### config.mk
export PLATFORM = sky130hd
export DESIGN_NAME = btn_input_conditioner
export DESIGN_NICKNAME = d
export VERILOG_FILES = /design/src/rtl/btn_pkg.sv /design/src/rtl/btn_debounce_ch.sv /design/src/rtl/btn_input_conditioner.sv
export SDC_FILE = /design/constraint.sdc
export NUM_CORES = 1
export LEC_CHECK = 0
export ABC_AREA = 1
export CAP_MARGIN = 20
export CORE_UTILIZATION = 55
export CTS_BUF_LIST = sky130_fd_sc_hd__clkbuf_8
export DETAILED_ROUTE_END_ITERATION = 8
export PLACE_DENSITY = 0.73
export SLEW_MARGIN = 15
export SYNTH_ARGS = -nofsm -noshare
export SYNTH_HDL_FRONTEND = slang
export SYNTH_SLANG_ARGS = --single-unit
### constraint.sdc
create_clock -name Clk -period 1.2 [get_ports Clk]
set_input_delay 0.12 -clock Clk [delete_from_list [all_inputs] [get_ports Clk]]
set_output_delay 0.12 -clock Clk [all_outputs]
set_load 0.005 [all_outputs]
### src/rtl/btn_pkg.sv
// Shared types, default timing and helpers for the push-button conditioner.
// Button index order doubles as arbitration priority (lowest index wins).
package btn_pkg;

  typedef enum logic [1:0] {
    BTN_UP    = 2'd0,
    BTN_DOWN  = 2'd1,
    BTN_LEFT  = 2'd2,
    BTN_RIGHT = 2'd3
  } btn_idx_e;

  localparam int NUM_BTNS = 4;

  // Defaults for a 25 MHz clock: 10 ms debounce, auto-repeat off.
  localparam int DEF_DEBOUNCE_CYCLES = 250000;
  localparam int DEF_REPEAT_DELAY    = 0;
  localparam int DEF_REPEAT_PERIOD   = 125000;

  function automatic int cnt_width(input int n);
    return (n > 1) ? $clog2(n) : 1;
  endfunction

  function automatic int max_int(input int a, input int b);
    return (a > b) ? a : b;
  endfunction

  // Isolates the lowest set bit, i.e. the highest-priority request.
  function automatic logic [NUM_BTNS-1:0] grant_first(input logic [NUM_BTNS-1:0] req);
    return req & (~req + NUM_BTNS'(1));
  endfunction

endpackage

### src/rtl/btn_debounce_ch.sv
// One button channel: 2-FF synchroniser, debounce counter, stable level and
// a registered one-cycle event flag for each accepted press or auto-repeat.
module btn_debounce_ch
  import btn_pkg::*;
#(
  parameter int DEBOUNCE_CYCLES = DEF_DEBOUNCE_CYCLES,
  parameter int REPEAT_DELAY    = DEF_REPEAT_DELAY,
  parameter int REPEAT_PERIOD   = DEF_REPEAT_PERIOD
) (
  input  logic clk,
  input  logic rst_n,
  input  logic raw,
  output logic flag
);

  localparam int DW = cnt_width(DEBOUNCE_CYCLES);

  logic          sync1, sync2, stable;
  logic [DW-1:0] deb_cnt;
  logic          mismatch, deb_done, press, rep_fire;

  assign mismatch = (sync2 != stable);
  assign deb_done = mismatch && (deb_cnt == DW'(DEBOUNCE_CYCLES - 1));
  assign press    = deb_done && !sync2;

  // NOTE: all sequential state uses non-blocking assignments so every flop
  // samples the pre-edge value of its neighbours, which is what makes the
  // sync1 -> sync2 chain a real two-stage synchroniser.
  always_ff @(posedge clk or negedge rst_n) begin
    if (!rst_n) begin
      sync1   <= 1'b1;
      sync2   <= 1'b1;
      stable  <= 1'b1;
      deb_cnt <= '0;
    end else begin
      sync1 <= raw;
      sync2 <= sync1;
      if (!mismatch) begin
        deb_cnt <= '0;
      end else if (deb_done) begin
        stable  <= sync2;
        deb_cnt <= '0;
      end else begin
        deb_cnt <= deb_cnt + DW'(1);
      end
    end
  end

  if (REPEAT_DELAY > 0) begin : g_repeat
    localparam int RW = cnt_width(max_int(REPEAT_DELAY, REPEAT_PERIOD));

    logic [RW-1:0] rep_cnt;
    logic          rep_first;
    logic          held;
    logic [RW-1:0] target;

    // Held means low now and not being released on this edge.
    assign held     = !stable && !(deb_done && sync2);
    assign target   = rep_first ? RW'(REPEAT_DELAY - 1) : RW'(REPEAT_PERIOD - 1);
    assign rep_fire = held && (rep_cnt == target);

    always_ff @(posedge clk or negedge rst_n) begin
      if (!rst_n) begin
        rep_cnt   <= '0;
        rep_first <= 1'b1;
      end else if (press || !held) begin
        rep_cnt   <= '0;
        rep_first <= 1'b1;
      end else if (rep_fire) begin
        rep_cnt   <= '0;
        rep_first <= 1'b0;
      end else begin
        rep_cnt <= rep_cnt + RW'(1);
      end
    end
  end else begin : g_no_repeat
    assign rep_fire = 1'b0;
  end

  always_ff @(posedge clk or negedge rst_n) begin
    if (!rst_n) flag <= 1'b0;
    else        flag <= press || rep_fire;
  end

endmodule

### src/rtl/btn_input_conditioner.sv
// Four debounced button channels, a fixed-priority arbiter (Up > Down >
// Left > Right) and a registered active-low one-cycle pulse per button.
module btn_input_conditioner
  import btn_pkg::*;
#(
  parameter int DEBOUNCE_CYCLES = DEF_DEBOUNCE_CYCLES,
  parameter int REPEAT_DELAY    = DEF_REPEAT_DELAY,
  parameter int REPEAT_PERIOD   = DEF_REPEAT_PERIOD
) (
  input  logic Clk,
  input  logic Rst_n,
  input  logic Btn_Up_Raw,
  input  logic Btn_Down_Raw,
  input  logic Btn_Left_Raw,
  input  logic Btn_Right_Raw,
  output logic Btn_Up,
  output logic Btn_Down,
  output logic Btn_Left,
  output logic Btn_Right
);

  logic [NUM_BTNS-1:0] raw;
  logic [NUM_BTNS-1:0] flags;
  logic [NUM_BTNS-1:0] grant;
  logic [NUM_BTNS-1:0] btn_q;

  assign raw[BTN_UP]    = Btn_Up_Raw;
  assign raw[BTN_DOWN]  = Btn_Down_Raw;
  assign raw[BTN_LEFT]  = Btn_Left_Raw;
  assign raw[BTN_RIGHT] = Btn_Right_Raw;

  for (genvar i = 0; i < NUM_BTNS; i++) begin : g_ch
    btn_debounce_ch #(
      .DEBOUNCE_CYCLES(DEBOUNCE_CYCLES),
      .REPEAT_DELAY   (REPEAT_DELAY),
      .REPEAT_PERIOD  (REPEAT_PERIOD)
    ) u_ch (
      .clk  (Clk),
      .rst_n(Rst_n),
      .raw  (raw[i]),
      .flag (flags[i])
    );
  end

  // Losing flags are simply dropped; nothing is queued for a later cycle.
  assign grant = grant_first(flags);

  always_ff @(posedge Clk or negedge Rst_n) begin
    if (!Rst_n) btn_q <= '1;
    else        btn_q <= ~grant;
  end

  assign Btn_Up    = btn_q[BTN_UP];
  assign Btn_Down  = btn_q[BTN_DOWN];
  assign Btn_Left  = btn_q[BTN_LEFT];
  assign Btn_Right = btn_q[BTN_RIGHT];

endmodule

==> qor.yml <==
status: "finished with violations"
failed_checks: "negative setup slack"
fin_skew_ns: 0.0136
synth_top_area_cell: "dfrtp_1"
arrival_ns: 1.80
syn2layout_area_growth_pct: 52.2
top_layer: "met4"
crit_chain: "nor2_1 > nand3_1 > nor2_1 > nand3_4 > nand3_1 > nor2_1"
fin_util_pct: 86.5
p_leak_uw: 0.00299
vias: 4757
rsz0062_at_grt: "true"
path_buf_inv: 0
rows: 33
grt_antenna_before_repair: 0
grt_pass1_wl_um: 19500
wl_met1_um: 5930
setup_ws_ns: -0.347
max_freq_mhz: 646
ioPinCount: 10
via_per_inst: 5.82
maxCapViolCount: 0
worst-path-max-fanout: 8
port_buffers: 9
grt_pass1_vias: 4317
ys_warn_count: 0
cpMaxStageDelayCell: "dfrtp_1"
gp_congestion: 0.942
cp.depth: 6
start_util_pct: 56.8
critical_path.endpoint_type: "register"
min_period_ns: 1.55
die_h_um: 93.9
routed_wl_um: 15900
yosys.cell_types.count: 25
antenna_cells: 0
drt_iter0_markers: 303
die_area_mm2: 0.00882
cts.path.max_buffers: 2
grt.total_usage_pct: 28.7
finalHoldViolCount: 0
rr_startpoint: "g_ch[2].u_ch.deb_cnt[5]$_DFF_PN0_"
post_synth.cell_area_avg_um2: 8.16
final.period_utilization_pct: 129
cts_tree: "built"
synthCells: 569
stdcell_count: 818
grt_remaining_overflow: 0
placedCellCount: 763
drv_slew: 0
finalSetupTns_ns: -13.52
crit_start: "g_ch[2].u_ch.deb_cnt[5]$_DFF_PN0_"
core_mm2: 0.00818
crit_top_cell: "nor2_1"
place_hpwl_um: 7270
first_pass_iters: 5
path_class: "register to register"
reg2reg_setup_slack_ns: -0.35
place_area_mm2: 0.00557
die_w_um: 93.9
route.detailed.drc: 0
cts_sinks: 92
startpoint_type: "register"
met2_length_um: 8080
clk_pin_slew_ns: 0.10
wl_per_cell_um: 19.4
htreeDepth: 3
cts_root_buffer: "clkbuf_8"
reg2reg_to: "g_ch[2].u_ch.deb_cnt[17]$_DFF_PN0_"
cp_top_family: "simple AND/OR/NAND/NOR gates"
synth_seq_cells: 92
final_layout_size_suffix_gt1_share_pct: 50.8
detail-route-antenna-nets: 0
clk_latency_ns: 0.37
finalNetCount: 718
tightestPinTransition_ns: 0.300
yosys.area.top_type_share_pct: 40.9
worstPathRequired_ns: 1.45
worst_r2r_path_depth: 6
syn_area_mm2: 0.00464
hold_class: "primary input to async pin"
grt_start_max_net_pins: 41
slowest_delay_ns: 0.45
vdd_ir_drop_max_v: 0.000629
synth_fp_nets: 579
synth.area.top_cells: "dfrtp_1, nor2_1, dfstp_2"
numCtsBuffers: 9
power.density_mw_per_mm2: 835
met3WireLength_um: 1010
slew_headroom_pct: 79.9
pre_cts_ws_ns: -0.214
setup_viol: 77
postLayoutCellArea_mm2: 0.00707
ys_seq_area_share_pct: 50.0
==> through the flow <==
step,hold slack (ns),total power (uW)
global route,0.114,6070
finish,0.0996,5900
floorplan,-0.176,3360
CTS,0.116,5720
detailed placement,-0.0430,3550
global placement,-0.0412,3540
==> cell usage in the layout (no fill, tap or decap), drive strengths merged <==
master	n
clkinvlp	2
nand3b	3
bufinv	1
dfstp	16
nand2	118
nor3b	7
xor2	31
nor3	2
nand4	7
and2	2
nor4	1
dlygate4sd3	1
clkdlybuf4s50	4
nand3	47
o21ai	14
clkbuf	14
xnor2	12
inv	50
ha	4
o21bai	2
dfrtp	76
buf	118
clkinv	3
or2	1
a21oi	4
nor2	173
==> timing repair <==
item | CTS | global route
pin swaps | 59 | 78
gates cloned | 1 | 0
hold buffers | 1 | 0
resized for setup | 123 | 156
setup buffers | 15 | 25
endpoints found under the setup margin | 73 | 83
hold endpoints to repair | 78 | 0
==> cell families (layout without fill, tap and decap cells) <==
family,after synthesis,after routing,synth area share [%]
compound gates,20,20,2.26
simple gates,360,361,34.5
fa+ha+maj,4,4,1.08
xor+xnor,43,43,8.11
buf+inv,50,193,4.04
flops,92,92,50.0
==> cell usage after synthesis <==
master and n:
a21oi_1 4, and2_1 2, dfrtp_1 76, dfstp_2 16, ha_1 4, inv_1 48
inv_2 2, nand2_1 101, nand2_2 16, nand3_1 42, nand3_2 5, nand3b_1 3
nand4_1 7, nor2_1 161, nor2_2 6, nor2_4 6, nor3_1 2, nor3b_1 7
nor4_1 1, o21ai_0 7, o21ai_1 7, o21bai_1 2, or2_1 1, xnor2_1 12
xor2_1 31
==> area by class of cell <==
class / count / area (um2)
fill: 348 / 1110
clock inverter: 6 / 56.3
timing repair buffer: 127 / 1120
clock buffer: 10 / 138
sequential: 92 / 2330
multi-input combinational: 428 / 3080
inverter: 50 / 200
tap: 105 / 131
==> per-layer routing <==
metal  up-vias  GRT usage, %
met3       103          3.56
met2       285          49.6
li1       2063             -
met1      2306          35.5
met4         0          13.5
met5         -             0
==> worst max path at each step <==
stage	end	slack, ns
after global placement	g_ch[2].u_ch.deb_cnt[12]$_DFF_PN0_	-0.17
after detailed placement	g_ch[2].u_ch.deb_cnt[7]$_DFF_PN0_	-0.21
after global routing	g_ch[2].u_ch.deb_cnt[10]$_DFF_PN0_	-0.47
after floorplan	g_ch[1].u_ch.deb_cnt[12]$_DFF_PN0_	-0.09
after CTS	g_ch[2].u_ch.deb_cnt[10]$_DFF_PN0_	-0.13
final	g_ch[2].u_ch.deb_cnt[17]$_DFF_PN0_	-0.35
==> flip-flops by register name, summed over array words and instances, names as in the netlist <==
signal,count
btn_q,4
g_ch.u_ch.deb_cnt,72
g_ch.u_ch.flag,4
g_ch.u_ch.stable,4
g_ch.u_ch.sync1,4
g_ch.u_ch.sync2,4
==> report_power, final <==
| group | switching [uW] | total, uW | internal (uW) |
|---|---|---|---|
| Clock | 1160 | 2160 | 1000 |
| Sequential | 66.8 | 3220 | 3160 |
| Combinational | 288 | 512 | 224 |
Power figures use the tool's default switching activity.
==> edit 1, RTL diff (config.mk and constraints unchanged) <==
Add an input register stage for `Btn_Left_Raw`, without a reset; this delays it by one clock. The other inputs are not delayed to match.
--- a/src/rtl/btn_input_conditioner.sv
+++ b/src/rtl/btn_input_conditioner.sv
@@ -19,6 +19,12 @@
   output logic Btn_Right
 );
 
+  logic Btn_Left_Raw_q;
+
+  always_ff @(posedge Clk) begin
+    Btn_Left_Raw_q <= Btn_Left_Raw;
+  end
+
   logic [NUM_BTNS-1:0] raw;
   logic [NUM_BTNS-1:0] flags;
   logic [NUM_BTNS-1:0] grant;
@@ -26,7 +32,7 @@
 
   assign raw[BTN_UP]    = Btn_Up_Raw;
   assign raw[BTN_DOWN]  = Btn_Down_Raw;
-  assign raw[BTN_LEFT]  = Btn_Left_Raw;
+  assign raw[BTN_LEFT]  = Btn_Left_Raw_q;
   assign raw[BTN_RIGHT] = Btn_Right_Raw;
 
   for (genvar i = 0; i < NUM_BTNS; i++) begin : g_ch
Formal check against the unedited RTL: no difference found for any inputs over 10 cycles, from zero or initial values and one cycle with Rst_n low; that may be too few to reach the edited logic, so the function may still have changed.
==> edit 1 against the unedited design <==
  * The run still ends with negative setup slack left
  * Synthesized area grew 0.43%
  * Routed wire length fell by 8.6%
  * Cell area decreased by 2.3%
  * Clock power down 4%
  * First-iteration DRC count is 31% lower
  * Sequential cell count rose by 1
  * Total power is 1.2% lower
  * Setup slack better by 0.036 ns
  * Critical endpoint is now g_ch[1].u_ch.deb_cnt[14]
  * Largest power group unchanged
==> edit 1: results <==
logic_synthesis:
  synth_cell_types: 26
  synth-seq-area-share_pct: 50.2
  synth.top_cells.by_area: "dfrtp_1 (41%), nor2_1 (13%), dfstp_2 (9.0%)"
  syn_nets: 580
  synth_xor_area_share_pct: 8.07
  synth_compound_area_share_pct: 2.25
  synthArstFlopShare_pct: 98.9
  synthAdderAreaFrac_pct: 1.07
setup_path:
  worstReg2RegStart: "g_ch[1].u_ch.deb_cnt[4]"
  slowest_delay_ns: 0.48
  reg2reg_depth: 7
  worstPathMaxFanout: 4
power:
  power_switching_mw: 1.54
  p_leak_nw: 2.83
  clkPwrFrac_pct: 35.5
  peakVddDrop_uv: 769
  p_int_mw: 4.29
sta:
  slew_headroom_pct: 72.9
  worst_slack_ns: -0.311
  setup_viol: 77
routing:
  drtIter0Drc: 209
  drt_wl_total_um: 14500
  wl_met2_um: 7510
  wl_met1_um: 5710
  wl_met3_um: 659
  drt-pass1-iter-count: 6
  num_vias: 4483
run_status:
  violations: "negative setup slack"
  status: "finished with violations"
global_routing:
  grtUsageMet2_pct: 48.1
  grt_use_met3_pct: 4.69
  grt_pass1_vias: 4117
  grt_max_degree: 28
  track_usage_pct: 27.4
  use_met1_pct: 33.4
place:
  gp_congestion: 0.934
  hpwl_um: 7160
final_layout:
  layout-drive-gt1-share_pct: 49.9
  n_fill_cell: 405
## edit 1: changes by cell type after synthesis, sizes merged
cell	change
dfxtp	+1
## edit 1: what timing repair did
action,4_1_cts,5_1_grt
cloned,1,0
endpoints found under the setup margin,70,81
pin swaps,41,59
hold endpoints to repair,45,0
hold buffers,1,0
setup buffers,17,17
gates resized for setup,114,143
## edit 1: cell families after synthesis
group | after synthesis
xor+xnor | 43
flops | 93
simple gates | 360
fa+ha+maj | 4
compound gates | 20
buf+inv | 50
## edit 1: final cells by class
class	instances	area, um^2	share of cell area [%]
flip-flops and latches	93	2350	34.1
clock buffers	11	151	2.19
repair buffers	118	1040	15.1
multi-input cells	428	2990	43.4
well taps	105	131	1.90
inverters	50	200	2.90
clock inverters	5	35.0	0.508
## edit 1: how the worst min path moves through the flow
stage	from	endpoint	slack, ns	cells after the start
after global placement	Rst_n	g_ch[1].u_ch.deb_cnt[2]	0.07	1
final	Btn_Up_Raw	g_ch[0].u_ch.sync1	0.14	1
after global routing	Btn_Up_Raw	g_ch[0].u_ch.sync1	0.15	1
after detailed placement	Rst_n	g_ch[1].u_ch.deb_cnt[2]	0.07	1
after floorplan	Rst_n	g_ch[0].u_ch.deb_cnt[0]	-0.18	0
after CTS	Btn_Up_Raw	g_ch[0].u_ch.sync1	0.15	1
## edit 1: stage by stage
stage | hold WS, ns | TNS (ns) | cells | util [%]
6_report | 0.142 | -12.40 | 810 | 84.0
5_1_grt | 0.154 | -18.59 | 810 | 84.0
4_1_cts | 0.148 | -4.28 | 795 | 76.0
3_5_place_dp | 0.0723 | -7.42 | 760 | 67.7
3_3_place_gp | 0.0707 | -4.32 | 760 | 67.7
2_1_floorplan | -0.176 | -2.01 | 570 | -
==> edit 2, RTL diff (same flow settings) <==
Without the edit above. Make the reset (`Rst_n` and `rst_n`) synchronous in 4 clocked blocks.
--- a/src/rtl/btn_debounce_ch.sv
+++ b/src/rtl/btn_debounce_ch.sv
@@ -26,7 +26,7 @@
   // NOTE: all sequential state uses non-blocking assignments so every flop
   // samples the pre-edge value of its neighbours, which is what makes the
   // sync1 -> sync2 chain a real two-stage synchroniser.
-  always_ff @(posedge clk or negedge rst_n) begin
+  always_ff @(posedge clk) begin
     if (!rst_n) begin
       sync1   <= 1'b1;
       sync2   <= 1'b1;
@@ -59,7 +59,7 @@
     assign target   = rep_first ? RW'(REPEAT_DELAY - 1) : RW'(REPEAT_PERIOD - 1);
     assign rep_fire = held && (rep_cnt == target);
 
-    always_ff @(posedge clk or negedge rst_n) begin
+    always_ff @(posedge clk) begin
       if (!rst_n) begin
         rep_cnt   <= '0;
         rep_first <= 1'b1;
@@ -77,7 +77,7 @@
     assign rep_fire = 1'b0;
   end
 
-  always_ff @(posedge clk or negedge rst_n) begin
+  always_ff @(posedge clk) begin
     if (!rst_n) flag <= 1'b0;
     else        flag <= press || rep_fire;
   end
--- a/src/rtl/btn_input_conditioner.sv
+++ b/src/rtl/btn_input_conditioner.sv
@@ -45,7 +45,7 @@
   // Losing flags are simply dropped; nothing is queued for a later cycle.
   assign grant = grant_first(flags);
 
-  always_ff @(posedge Clk or negedge Rst_n) begin
+  always_ff @(posedge Clk) begin
     if (!Rst_n) btn_q <= '1;
     else        btn_q <= ~grant;
   end
Function: same outputs for any inputs over 10 cycles, from zero or initial values and one cycle with Rst_n low; that may be too few to reach the edited logic, so the function may still have changed.
==> edit 2 against the unedited design <==
  * The flow still finishes with violations (negative setup slack)
  * Synthesized area is 7.7% lower
  * Non-clock buffer count is 23 lower
  * Setup slack better by 0.21 ns
  * Core utilization is 2.5 points lower
  * Routed wire length is 22% lower
  * Sequential cell count stayed put
  * Highest routed layer unchanged
  * Cell area is 12% lower
Power is not compared: it rests on default switching activity, and its combinational part moved more than twofold at a synthesized area within 25%.
==> edit 2: results <==
run_status:
  status: "finished with violations"
  violations: "negative setup slack"
place:
  gp_congestion: 0.845
  placed_area_mm2: 0.00521
  post-place-ws_ns: -0.204
  hpwl_um: 6400
cts:
  insertion_delay_ns: 0.37
  cts_buffers: 9
logic_synthesis:
  synthArstFlopShare_pct: 0
  synth_xor_area_share_pct: 8.17
  synth_area_per_cell_um2: 7.16
  synth_compound_area_share_pct: 3.04
  syn_nets: 609
  synth.top_cells.by_area: "dfxtp_1 (43%), nand2_1 (13%), nor2_1 (13%)"
  synth_cell_types: 24
  synthAdderAreaFrac_pct: 1.17
  synth-seq-area-share_pct: 43.0
worst_hold_path:
  min-delay-start: "Btn_Down_Raw"
  hold_class: "in -> reg"
setup_path:
  rr_endpoint: "g_ch[2].u_ch.stable"
  worstReg2RegStart: "g_ch[2].u_ch.deb_cnt[11]"
  worstPathMaxFanout: 5
routing:
  wl_per_cell_um: 14.9
  drtIter0Drc: 233
  routed_via_density: 5.40
  drt-pass1-iter-count: 4
  drt_wl_total_um: 12300
global_routing:
  grt_pass1_vias: 4190
  grt_max_degree: 17
  grt_pass1_wl_um: 18500
  track_usage_pct: 28.2
final_layout:
  layout-drive-gt1-share_pct: 42.9
  num_antenna_cells: 0
  fin_nets: 730
sta:
  setup_viol: 74
  whs_ns: 0.331
  skew_ns: 0.0129
  worst_slack_ns: -0.137
  fin_tns_setup_ns: -4.84
  slew_headroom_pct: 77.7
==> edit 2: changes by cell type after synthesis, sizes merged, moves of 5 or more <==
cell / delta
dfxtp: +92
dfrtp: -76
nand2: +34
nor2: -23
a21oi: +16
dfstp: -16
or2: +16
o21ai: -11
xor2: -8
inv: +7
nor3b: -7
buf: +5
xnor2: +5
==> edit 2: how the worst max path moves through the flow <==
stage	from	end	slack, ns	depth (start not counted)
4_1_cts	g_ch[0].u_ch.deb_cnt[1]	g_ch[0].u_ch.deb_cnt[16]	-0.07	8
6_report	g_ch[2].u_ch.deb_cnt[11]	g_ch[2].u_ch.stable	-0.14	8
2_1_floorplan	g_ch[2].u_ch.deb_cnt[0]	g_ch[2].u_ch.deb_cnt[0]	-0.03	7
5_1_grt	g_ch[2].u_ch.deb_cnt[11]	g_ch[2].u_ch.stable	-0.25	8
3_5_place_dp	Rst_n	g_ch[3].u_ch.stable	-0.20	6
3_3_place_gp	g_ch[2].u_ch.deb_cnt[1]	g_ch[2].u_ch.deb_cnt[16]	-0.05	6
==> edit 2: report_power, final <==
part / internal (mW) / switching [mW]
Sequential: 3.04 / 0.0123
Combinational: 0.0599 / 0.108
Clock: 1.25 / 1.19
Total: 4.35 / 1.31
==> edit 2: per-layer routing <==
metal,track usage [%],part of all wire [%],vias up
li1,-,-,2131
met1,33.3,40,2088
met2,49.6,50,179
met3,5.47,5.9,54
met4,12.0,3.7,0
met5,0,0,-
==> edit 2: cells by family (layout without fill, tap and decap cells) <==
group                      Yosys count  in the layout
buffers and inverters               63            177
adders and majority gates            4              4
DFF                                 92             92
xor gates and xnor gates            40             40
AOI/OAI and AO/OA                   25             25
and+or+nand+nor                    375            387
==> edit 2: cell type report <==
type                       instances  area (um^2)
inverter                          57          214
timing repair buffer             104          813
sequential                        92         1940
multi-input combinational        456         2900
tap                               99          124
clock buffer                      10          138
clock inverter                     6         93.8
fill                             406         1190
==> edit 2: worst max-delay path, stage by stage, from the launching register on <==
cell,delay [ns]
dfxtp_1,0.35
nor2_1,0.16
nand3_1,0.15
nor2_4,0.15
nand3_4,0.17
buf_6,0.17
nand3_2,0.05
nand2_1,0.05
inv_1,0.04
==> edit 2: what timing repair did <==
item | CTS | global route
pin swaps | 39 | 37
hold endpoints to repair | 0 | 0
resized for setup | 76 | 119
gates cloned | 11 | 1
setup buffers | 10 | 4
setup endpoints to repair | 78 | 79
